`src/rtl/busmux_pkg.sv`:
```
// busmux_pkg: definitions shared by the busmux register-bus blocks.
//   BUS_ADDRW   width of the register-bus address
//   CNT_W       width of the read-latency down-counter (RD_LAT up to 15)
//   *_ENC       state encodings, 3 bits
//   busmux_state_e  initiator FSM state type built on those encodings
package busmux_pkg;

  localparam int BUS_ADDRW = 8;
  localparam int CNT_W     = 4;

  localparam logic [2:0] ST_IDLE_ENC = 3'd0;
  localparam logic [2:0] ST_WR_ENC   = 3'd1;
  localparam logic [2:0] ST_RD_ENC   = 3'd2;
  localparam logic [2:0] ST_RBK_ENC  = 3'd3;
  localparam logic [2:0] ST_RSP_ENC  = 3'd4;

  typedef enum logic [2:0] {
    ST_IDLE = ST_IDLE_ENC,
    ST_WR   = ST_WR_ENC,
    ST_RD   = ST_RD_ENC,
    ST_RBK  = ST_RBK_ENC,
    ST_RSP  = ST_RSP_ENC
  } busmux_state_e;

endpackage

```
`src/rtl/busmux_initiator.sv`:
```
// busmux_initiator: bus master for the busmux register bus. Takes one write or
// read command at a time on a valid/ready port, runs it as a single bus access
// against a slave with registered read data (RD_LAT cycles), and returns one
// response per command on a valid/ready port.
//
// Parameters
//   DATAW    data width of bus and command
//   RD_LAT   slave read latency in cycles, 1..15
//
// Ports
//   i_clk, i_rst_n             clock (rising edge), async active-low reset
//   i_cmd_valid/o_cmd_ready    command handshake; ready only in IDLE
//   i_cmd_we/addr/data         command: 1 = write; write data ignored on reads
//   o_rsp_valid/i_rsp_ready    response handshake
//   o_rsp_data, o_rsp_err      read data (or write-data echo), readback error
//   o_bus_we/addr/data         slave write enable, address, write data
//   i_bus_data                 slave registered read data
//   o_busy                     high whenever the FSM is not in IDLE
//
// Build option
//   BUSMUX_INITIATOR_RDBK_EN   when defined, every write is followed by a
//                              readback of the same address; o_rsp_err flags a
//                              mismatch. When undefined, o_rsp_err is tied 0.
//
// state | meaning
// IDLE  | waiting for a command, cmd_ready=1
// WR    | single bus write cycle, bus_we=1
// RD    | read in flight, counter running down from RD_LAT
// RBK   | readback of the just-written address (RDBK build only)
// RSP   | response presented, waiting for rsp_ready
module busmux_initiator
  import busmux_pkg::*;
#(
  parameter int DATAW  = 8,
  parameter int RD_LAT = 1
) (
  input  logic                 i_clk,
  input  logic                 i_rst_n,
  input  logic                 i_cmd_valid,
  output logic                 o_cmd_ready,
  input  logic                 i_cmd_we,
  input  logic [BUS_ADDRW-1:0] i_cmd_addr,
  input  logic [DATAW-1:0]     i_cmd_data,
  output logic                 o_rsp_valid,
  input  logic                 i_rsp_ready,
  output logic [DATAW-1:0]     o_rsp_data,
  output logic                 o_rsp_err,
  output logic                 o_bus_we,
  output logic [BUS_ADDRW-1:0] o_bus_addr,
  output logic [DATAW-1:0]     o_bus_data,
  input  logic [DATAW-1:0]     i_bus_data,
  output logic                 o_busy
);

  localparam logic [CNT_W-1:0] RD_LAT_C = CNT_W'(RD_LAT);

  busmux_state_e        state_q, state_d;
  logic [CNT_W-1:0]     cnt_q, cnt_d;
  logic [BUS_ADDRW-1:0] bus_addr_q;
  logic [DATAW-1:0]     bus_data_q;
  logic [DATAW-1:0]     rsp_data_q;
  logic                 accept;
  logic                 rd_sample;

  assign accept = i_cmd_valid && (state_q == ST_IDLE);

  always_ff @(posedge i_clk or negedge i_rst_n) begin
    if (!i_rst_n) begin
      state_q <= ST_IDLE;
      cnt_q   <= '0;
    end else begin
      state_q <= state_d;
      cnt_q   <= cnt_d;
    end
  end

  always_comb begin
    state_d   = state_q;
    cnt_d     = cnt_q;
    rd_sample = 1'b0;
    case (state_q)
      ST_IDLE: begin
        if (i_cmd_valid) begin
          if (i_cmd_we) begin
            state_d = ST_WR;
          end else begin
            state_d = ST_RD;
            cnt_d   = RD_LAT_C;
          end
        end
      end
      ST_WR: begin
`ifdef BUSMUX_INITIATOR_RDBK_EN
        state_d = ST_RBK;
        cnt_d   = RD_LAT_C;
`else
        state_d = ST_RSP;
`endif
      end
`ifdef BUSMUX_INITIATOR_RDBK_EN
      ST_RBK,
`endif
      ST_RD: begin
        // Slave data is valid once the counter has run out; RD_LAT+1 cycles total.
        if (cnt_q == '0) begin
          rd_sample = 1'b1;
          state_d   = ST_RSP;
        end else begin
          cnt_d = cnt_q - 1'b1;
        end
      end
      ST_RSP: begin
        if (i_rsp_ready) state_d = ST_IDLE;
      end
      default: begin
        state_d = ST_IDLE;
        cnt_d   = '0;
      end
    endcase
  end

  // Bus address/data are loaded for every accepted command (reads included) and
  // then held until the next accept, so the slave sees a stable address in
  // IDLE and RSP as well.
  always_ff @(posedge i_clk or negedge i_rst_n) begin
    if (!i_rst_n) begin
      bus_addr_q <= '0;
      bus_data_q <= '0;
      rsp_data_q <= '0;
    end else begin
      if (accept) begin
        bus_addr_q <= i_cmd_addr;
        bus_data_q <= i_cmd_data;
        if (i_cmd_we) rsp_data_q <= i_cmd_data;
      end
      // A readback sample only feeds the error flag; the response keeps the
      // write-data echo.
      if (rd_sample && (state_q == ST_RD)) rsp_data_q <= i_bus_data;
    end
  end

`ifdef BUSMUX_INITIATOR_RDBK_EN
  logic rsp_err_q;

  always_ff @(posedge i_clk or negedge i_rst_n) begin
    if (!i_rst_n) begin
      rsp_err_q <= 1'b0;
    end else if (accept) begin
      rsp_err_q <= 1'b0;
    end else if (rd_sample && (state_q == ST_RBK)) begin
      rsp_err_q <= (i_bus_data != bus_data_q);
    end
  end

  assign o_rsp_err = rsp_err_q;
`else
  assign o_rsp_err = 1'b0;
`endif

  assign o_cmd_ready = (state_q == ST_IDLE);
  assign o_busy      = (state_q != ST_IDLE);
  assign o_bus_we    = (state_q == ST_WR);
  assign o_rsp_valid = (state_q == ST_RSP);
  assign o_bus_addr  = bus_addr_q;
  assign o_bus_data  = bus_data_q;
  assign o_rsp_data  = rsp_data_q;

endmodule
```
`config.mk`:
```
export PLATFORM = sky130hd
export DESIGN_NAME = busmux_initiator
export DESIGN_NICKNAME = d
export VERILOG_FILES = /design/src/rtl/busmux_pkg.sv /design/src/rtl/busmux_initiator.sv
export SDC_FILE = /design/constraint.sdc
export NUM_CORES = 1
export LEC_CHECK = 0
export ABC_CLOCK_PERIOD_IN_PS = 2000
export CORE_MARGIN = 2
export CORE_UTILIZATION = 43
export CTS_CLUSTER_SIZE = 40
export DETAILED_ROUTE_END_ITERATION = 10
export MAX_ROUTING_LAYER = met4
export PLACE_DENSITY = 0.79
export SLEW_MARGIN = 15
export SYNTH_ARGS = -nofsm -noshare
export SYNTH_HDL_FRONTEND = slang
export SYNTH_SLANG_ARGS = --single-unit
export TNS_END_PERCENT = 30
```
`constraint.sdc`:
```
create_clock -name i_clk -period 2 [get_ports i_clk]
set_input_delay 0.5 -clock i_clk [delete_from_list [all_inputs] [get_ports i_clk]]
set_output_delay 0.5 -clock i_clk [all_outputs]
set_load 0.05 [all_outputs]
```
## After elaboration in Yosys (flattened, before gate mapping)

Cells that the tools add are included.

| word-level totals | value |
|---|---|
| input bits | 29 |
| bits in registers | 31 |
| output and inout bits | 29 |
| logic and storage cells | 40 |

| cells by class | value |
|---|---|
| mux-type cells | 14 |
| $add $sub $neg | 1 |
| equality and inequality tests | 8 |
| reduce and logical (&&, ||, !) cells | 11 |
| bitwise gates (word level) | 1 |

Operators by type and width:

| kind | number |
|---|---|
| 2-to-1 mux 8 bit | 3 |
| 2-to-1 mux 4 bit | 3 |
| case mux 3 bit (4 select lines) | 1 |
| case mux 4 bit (3 select lines) | 1 |
| 2-to-1 mux 3 bit | 3 |
| != test 2 bit, second input constant | 4 |
| zero test 4 bit | 1 |
| AND reduction 4 bit | 1 |
| nonzero test 2 bit | 2 |
| subtractor 4 x 1 -> 4 bit, second input constant | 1 |
| equality test 3 x 1 -> 1 bit, second input constant | 1 |
| equality test 3 x 2 -> 1 bit, second input constant | 1 |
| equality test 3 bit, second input constant | 1 |
| zero test 3 bit | 1 |
| AND reduction 3 bit | 1 |
| nonzero test 3 bit | 1 |
| logical AND 1 bit | 2 |
| 2-to-1 mux 1 bit | 2 |
| 2-to-1 mux 2 bit | 1 |
| != test 2 x 1 -> 1 bit, second input constant | 1 |
| AND reduction 2 bit | 1 |
| OR reduction 2 bit | 1 |
| NOT 1 bit | 1 |

## Depth between registers and ports, before layout

| logic depth | value |
|---|---|
| depth after elaboration | 6 |
| mapped depth | 5 |
| depth with buffers taken out | 5 |

## Worst setup path before layout

OpenSTA, ideal clock, no wires.

| timing path | value |
|---|---|
| kind | flip-flop to output port |
| start | reg state_q[0] |
| end | out o_rsp_valid |
| required time | 1.500 ns |
| path slack | -0.247 ns |
| path buffers | 1 |
| arrival | 1.747 ns |
| stages on the path, launching flop included | 3 |
| cell sequence | dfrtp_1 buf_2 nor3b_1 |

| on the way | value |
|---|---|
| cells in the longest elaborated chain, start to end | 1 |

RTL lines:

| item | line | text |
|---|---|---|
| from (decl) | busmux_initiator.sv:57 | `busmux_state_e state_q, state_d;` |
| from (signal assigned) | busmux_initiator.sv:72 | `state_q <= state_d;` |
| equality test 3 bit | busmux_initiator.sv:163 | `assign o_rsp_valid = (state_q == ST_RSP);` |
| to (decl) | busmux_initiator.sv:44 | `output logic o_rsp_valid,` |

No other way between the ends.

## Worst setup path after layout

| timing path | value |
|---|---|
| start | reg state_q[2] |
| end | out o_cmd_ready |

| on the way | value |
|---|---|
| cells in the longest elaborated chain, start to end | 1 |

RTL lines:

| item | line | text |
|---|---|---|
| zero test 3 bit | busmux_initiator.sv:160 | `assign o_cmd_ready = (state_q == ST_IDLE);` |
| to (decl) | busmux_initiator.sv:40 | `output logic o_cmd_ready,` |

No other way between the ends.

==> metrics.md <==
| Metric | Value |
|---|---|
| # clock sinks | `31` |
| Yosys warning total | `0` |
| Min Clock Period, post-route | `1948 ps` |
| FF+latch count, synth | `31` |
| Hold depth | `1` |
| Outcome | `completed` |
| Initial antenna violation count | `0` |
| Pwr Density | `1877 mW/mm2` |
| Yosys cell types | `34` |
| Via count | `1166` |
| Setup CP Type | `reg -> out` |
| Largest net degree at the start of global routing | `32` |
| Total track usage | `19.55%` |
| R2r setup slk | `190 ps` |
| Hold endpoint | `o_bus_addr[2]$_DFFE_PN0P_` |
| IO Port Bufs | `56` |
| Pre-CTS worst setup slack | `-197.3 ps` |
| Clock skew | `6.355 ps` |
| Final RePlAce weighted congestion | `0.8599` |
| Total wire length | `3507 um` |
| Die ar. | `0.003912 mm2` |
| Crit path launch type | `register` |
| Layout cell share with drive strength beyond 1 | `39.44%` |
| Placed instance count | `216` |
| Ant. Diodes | `0` |
| Synth top area cells | `dfrtp_1 53%, mux2_4 8.1%, mux2_2 6.9%, o221a_2 5.3%, or3_1 3.4%` |
| Fin. Hold Viols | `0` |
| Cell count after synthesis | `112` |
| Largest fanout on the critical path | `5` |
| Leakage | `0.0009835 uW` |
| Main flop type after synthesis | `dfrtp_1` |
| Least-Margin Pin Slew | `505.1 ps` |
| Final Cell Area | `0.002212 mm2` |
| Filler cell count | `278` |
| DRC Markers | `0` |
| DRT antenna net count | `0` |
| Final Setup Violations | `0` |
| Hold WC Path Type | `reg -> reg` |
| Vias in the first global route | `1218` |
| Fin util | `66.82%` |
| Register area share after synthesis | `52.63%` |
| I/O Pins | `58` |
| MaxCap Viol Count | `0` |
| CTS tree | `yes` |
| F_max | `513.4 MHz` |
| Syn_nets | `142` |
| Setup crit end kind | `output pin` |
| Congestion Overflow GR | `0` |
| Area post-placement | `0.002116 mm2` |
| Critical R2R Launch | `state_q[2]$_DFFE_PN0P_` |
| Row Count | `21` |
| Ys async rst share | `100.0%` |
| Setup WS post-layout | `52.06 ps` |
| Slew HR | `66.27%` |
| CP required | `1500 ps` |
| Peak VDD IR | `1323 uV` |
| Post-DR vias/cell | `5.159` |
| Cts hold-fix bufs | `0` |
| First-pass DRT Iterations | `4` |
| Iteration-0 DRC count of the detailed router | `68` |
| Initial Util | `44.52%` |
| Clk_lat worst skew | `320 ps` |
| Layout net count | `209` |
| Fin crit share | `97.40%` |
| Die Ht | `62.55 um` |
| First-pass GRT wire length | `5775 um` |
| Average routed wire per standard cell | `15.52 um` |
| Hold path start | `o_bus_addr[2]$_DFFE_PN0P_` |
| Worst R2R Path Depth | `5` |
| Cts bufs inserted | `5` |
| Clock Tree Buf Depth | `2` |
| Netlist Area Pre-Place | `0.001474 mm2` |
| Non-Filler Instances | `226` |
| Area grow syn2layout | `50.08%` |
| Hpwl dp | `2668 um` |
| CORE AREA | `0.003311 mm2` |
| Mean Syn Cell Area | `13.16 um2` |
| Tot Pwr | `4153 uW` |
| Die width | `62.55 um` |
| H-tree Lvls | `2` |
| Area leader, netlist | `dfrtp_1` |
| Max-slew violations | `0` |
| Post-synth top area share | `52.63%` |
| RSZ-0062 raised after global routing | `true` |
| CTS Root Buffer Type | `clkbuf_4` |
| CP arrival | `1450 ps` |
| Clock transition at the registers of the reported paths | `90 ps` |
| Reg2reg end | `o_rsp_data[6]$_DFFE_PN0P_` |
| Post-synth EDFFs | `0` |
## layout make-up
cell class                 count  area, um2  share of cell area (%)
sequential                    31      775.7                   35.07
multi-input combinational     69      651.9                   29.47
timing repair buffer          66      635.6                   28.73
clock buffer                   8      68.82                   3.111
tap                           46      57.56                   2.602
inverter                       6      22.52                   1.018
## synthesized netlist by cell type, types with 2 or more instances
cell       number
a21oi_1         3
buf_2           4
dfrtp_1        31
inv_1           6
mux2_2          9
mux2_4          8
nor2_1          3
nor3_1          2
nor3b_1         2
o21ai_0         3
o221a_2         7
o2bb2ai_1       4
or3_1           8
or4b_1          2
## cells in the final DEF, fill, tap and decap left out, types with 2 or more instances in the layout
master	Yosys	layout
buf_4	1	25
a21oi_1	3	3
dfrtp_1	31	31
clkbuf_8	0	2
o21ai_0	3	3
buf_12	0	4
clkdlybuf4s50_1	0	28
o221a_2	7	7
or4b_1	2	2
mux2_4	8	8
inv_1	6	5
or3_1	8	7
buf_6	1	2
nor3_1	2	2
nor2_1	3	3
o2bb2ai_1	4	4
nor3b_2	0	2
clkbuf_4	0	5
mux2_2	9	9
dlygate4sd2_1	0	6
## kinds of logic after synthesis
kind of cell | Yosys count | synth area share, %
compound gates | 21 | 12.65
fa+ha+maj | 1 | 0.8488
buf+inv | 12 | 4.160
flops | 31 | 52.63
mux | 17 | 15.03
other cells | 1 | 0.2544
simple gates | 29 | 14.43
## registers in the layout (all words and copies together), names as in the netlist
register / flops
cnt_q: 4
state_q: 3
o_rsp_data: 8
o_bus_addr: 8
o_bus_data: 8
## layer usage
| metal | routed length (um) | global-route usage (%) |
|---|---|---|
| met5 | 0 | - |
| met4 | 60 | 7.778 |
| met3 | 146 | 5.405 |
| met2 | 1765 | 30.11 |
| met1 | 1535 | 24.53 |
## through the flow
step | hold WS, ps | setup TNS [ps]
3_3_place_gp | 489.5 | -2792
4_1_cts | 520.1 | 0
6_report | 517.3 | 0
3_5_place_dp | 499.6 | -2924
5_1_grt | 530.7 | -1.112
2_1_floorplan | 204.4 | -220.5
## worst max-delay path by stage
stage	startpoint	endpoint	slack, ps
floorplan	state_q[1]$_DFFE_PN0P_	o_bus_we	-200
global placement	i_cmd_valid	o_rsp_data[6]$_DFFE_PN0P_	-180
detailed placement	i_cmd_valid	o_rsp_data[3]$_DFFE_PN0P_	-200
CTS	o_bus_addr[2]$_DFFE_PN0P_	o_bus_addr[2]	4
global route	state_q[2]$_DFFE_PN0P_	o_cmd_ready	-1
finish	state_q[2]$_DFFE_PN0P_	o_cmd_ready	50
## report_power, final
part	leakage (uW)	switching, uW	internal (uW)
combinational	0.000577	1580	1040
sequential	0.000368	195	927
clock	0.0000386	207	207
total	0.000984	1980	2170
## timing repair
item / in CTS / in global routing
endpoints found under the setup margin: 9 / 4
buffers inserted: 2 / 0
gates resized for setup: 8 / 4
## worst max-delay path, cell delays in order, from the launching register on
cell	delay [ps]
dfrtp_1	400
buf_6	140
or3_4	380
inv_2	70
buf_12	130
Power figures use the tool's default switching activity.
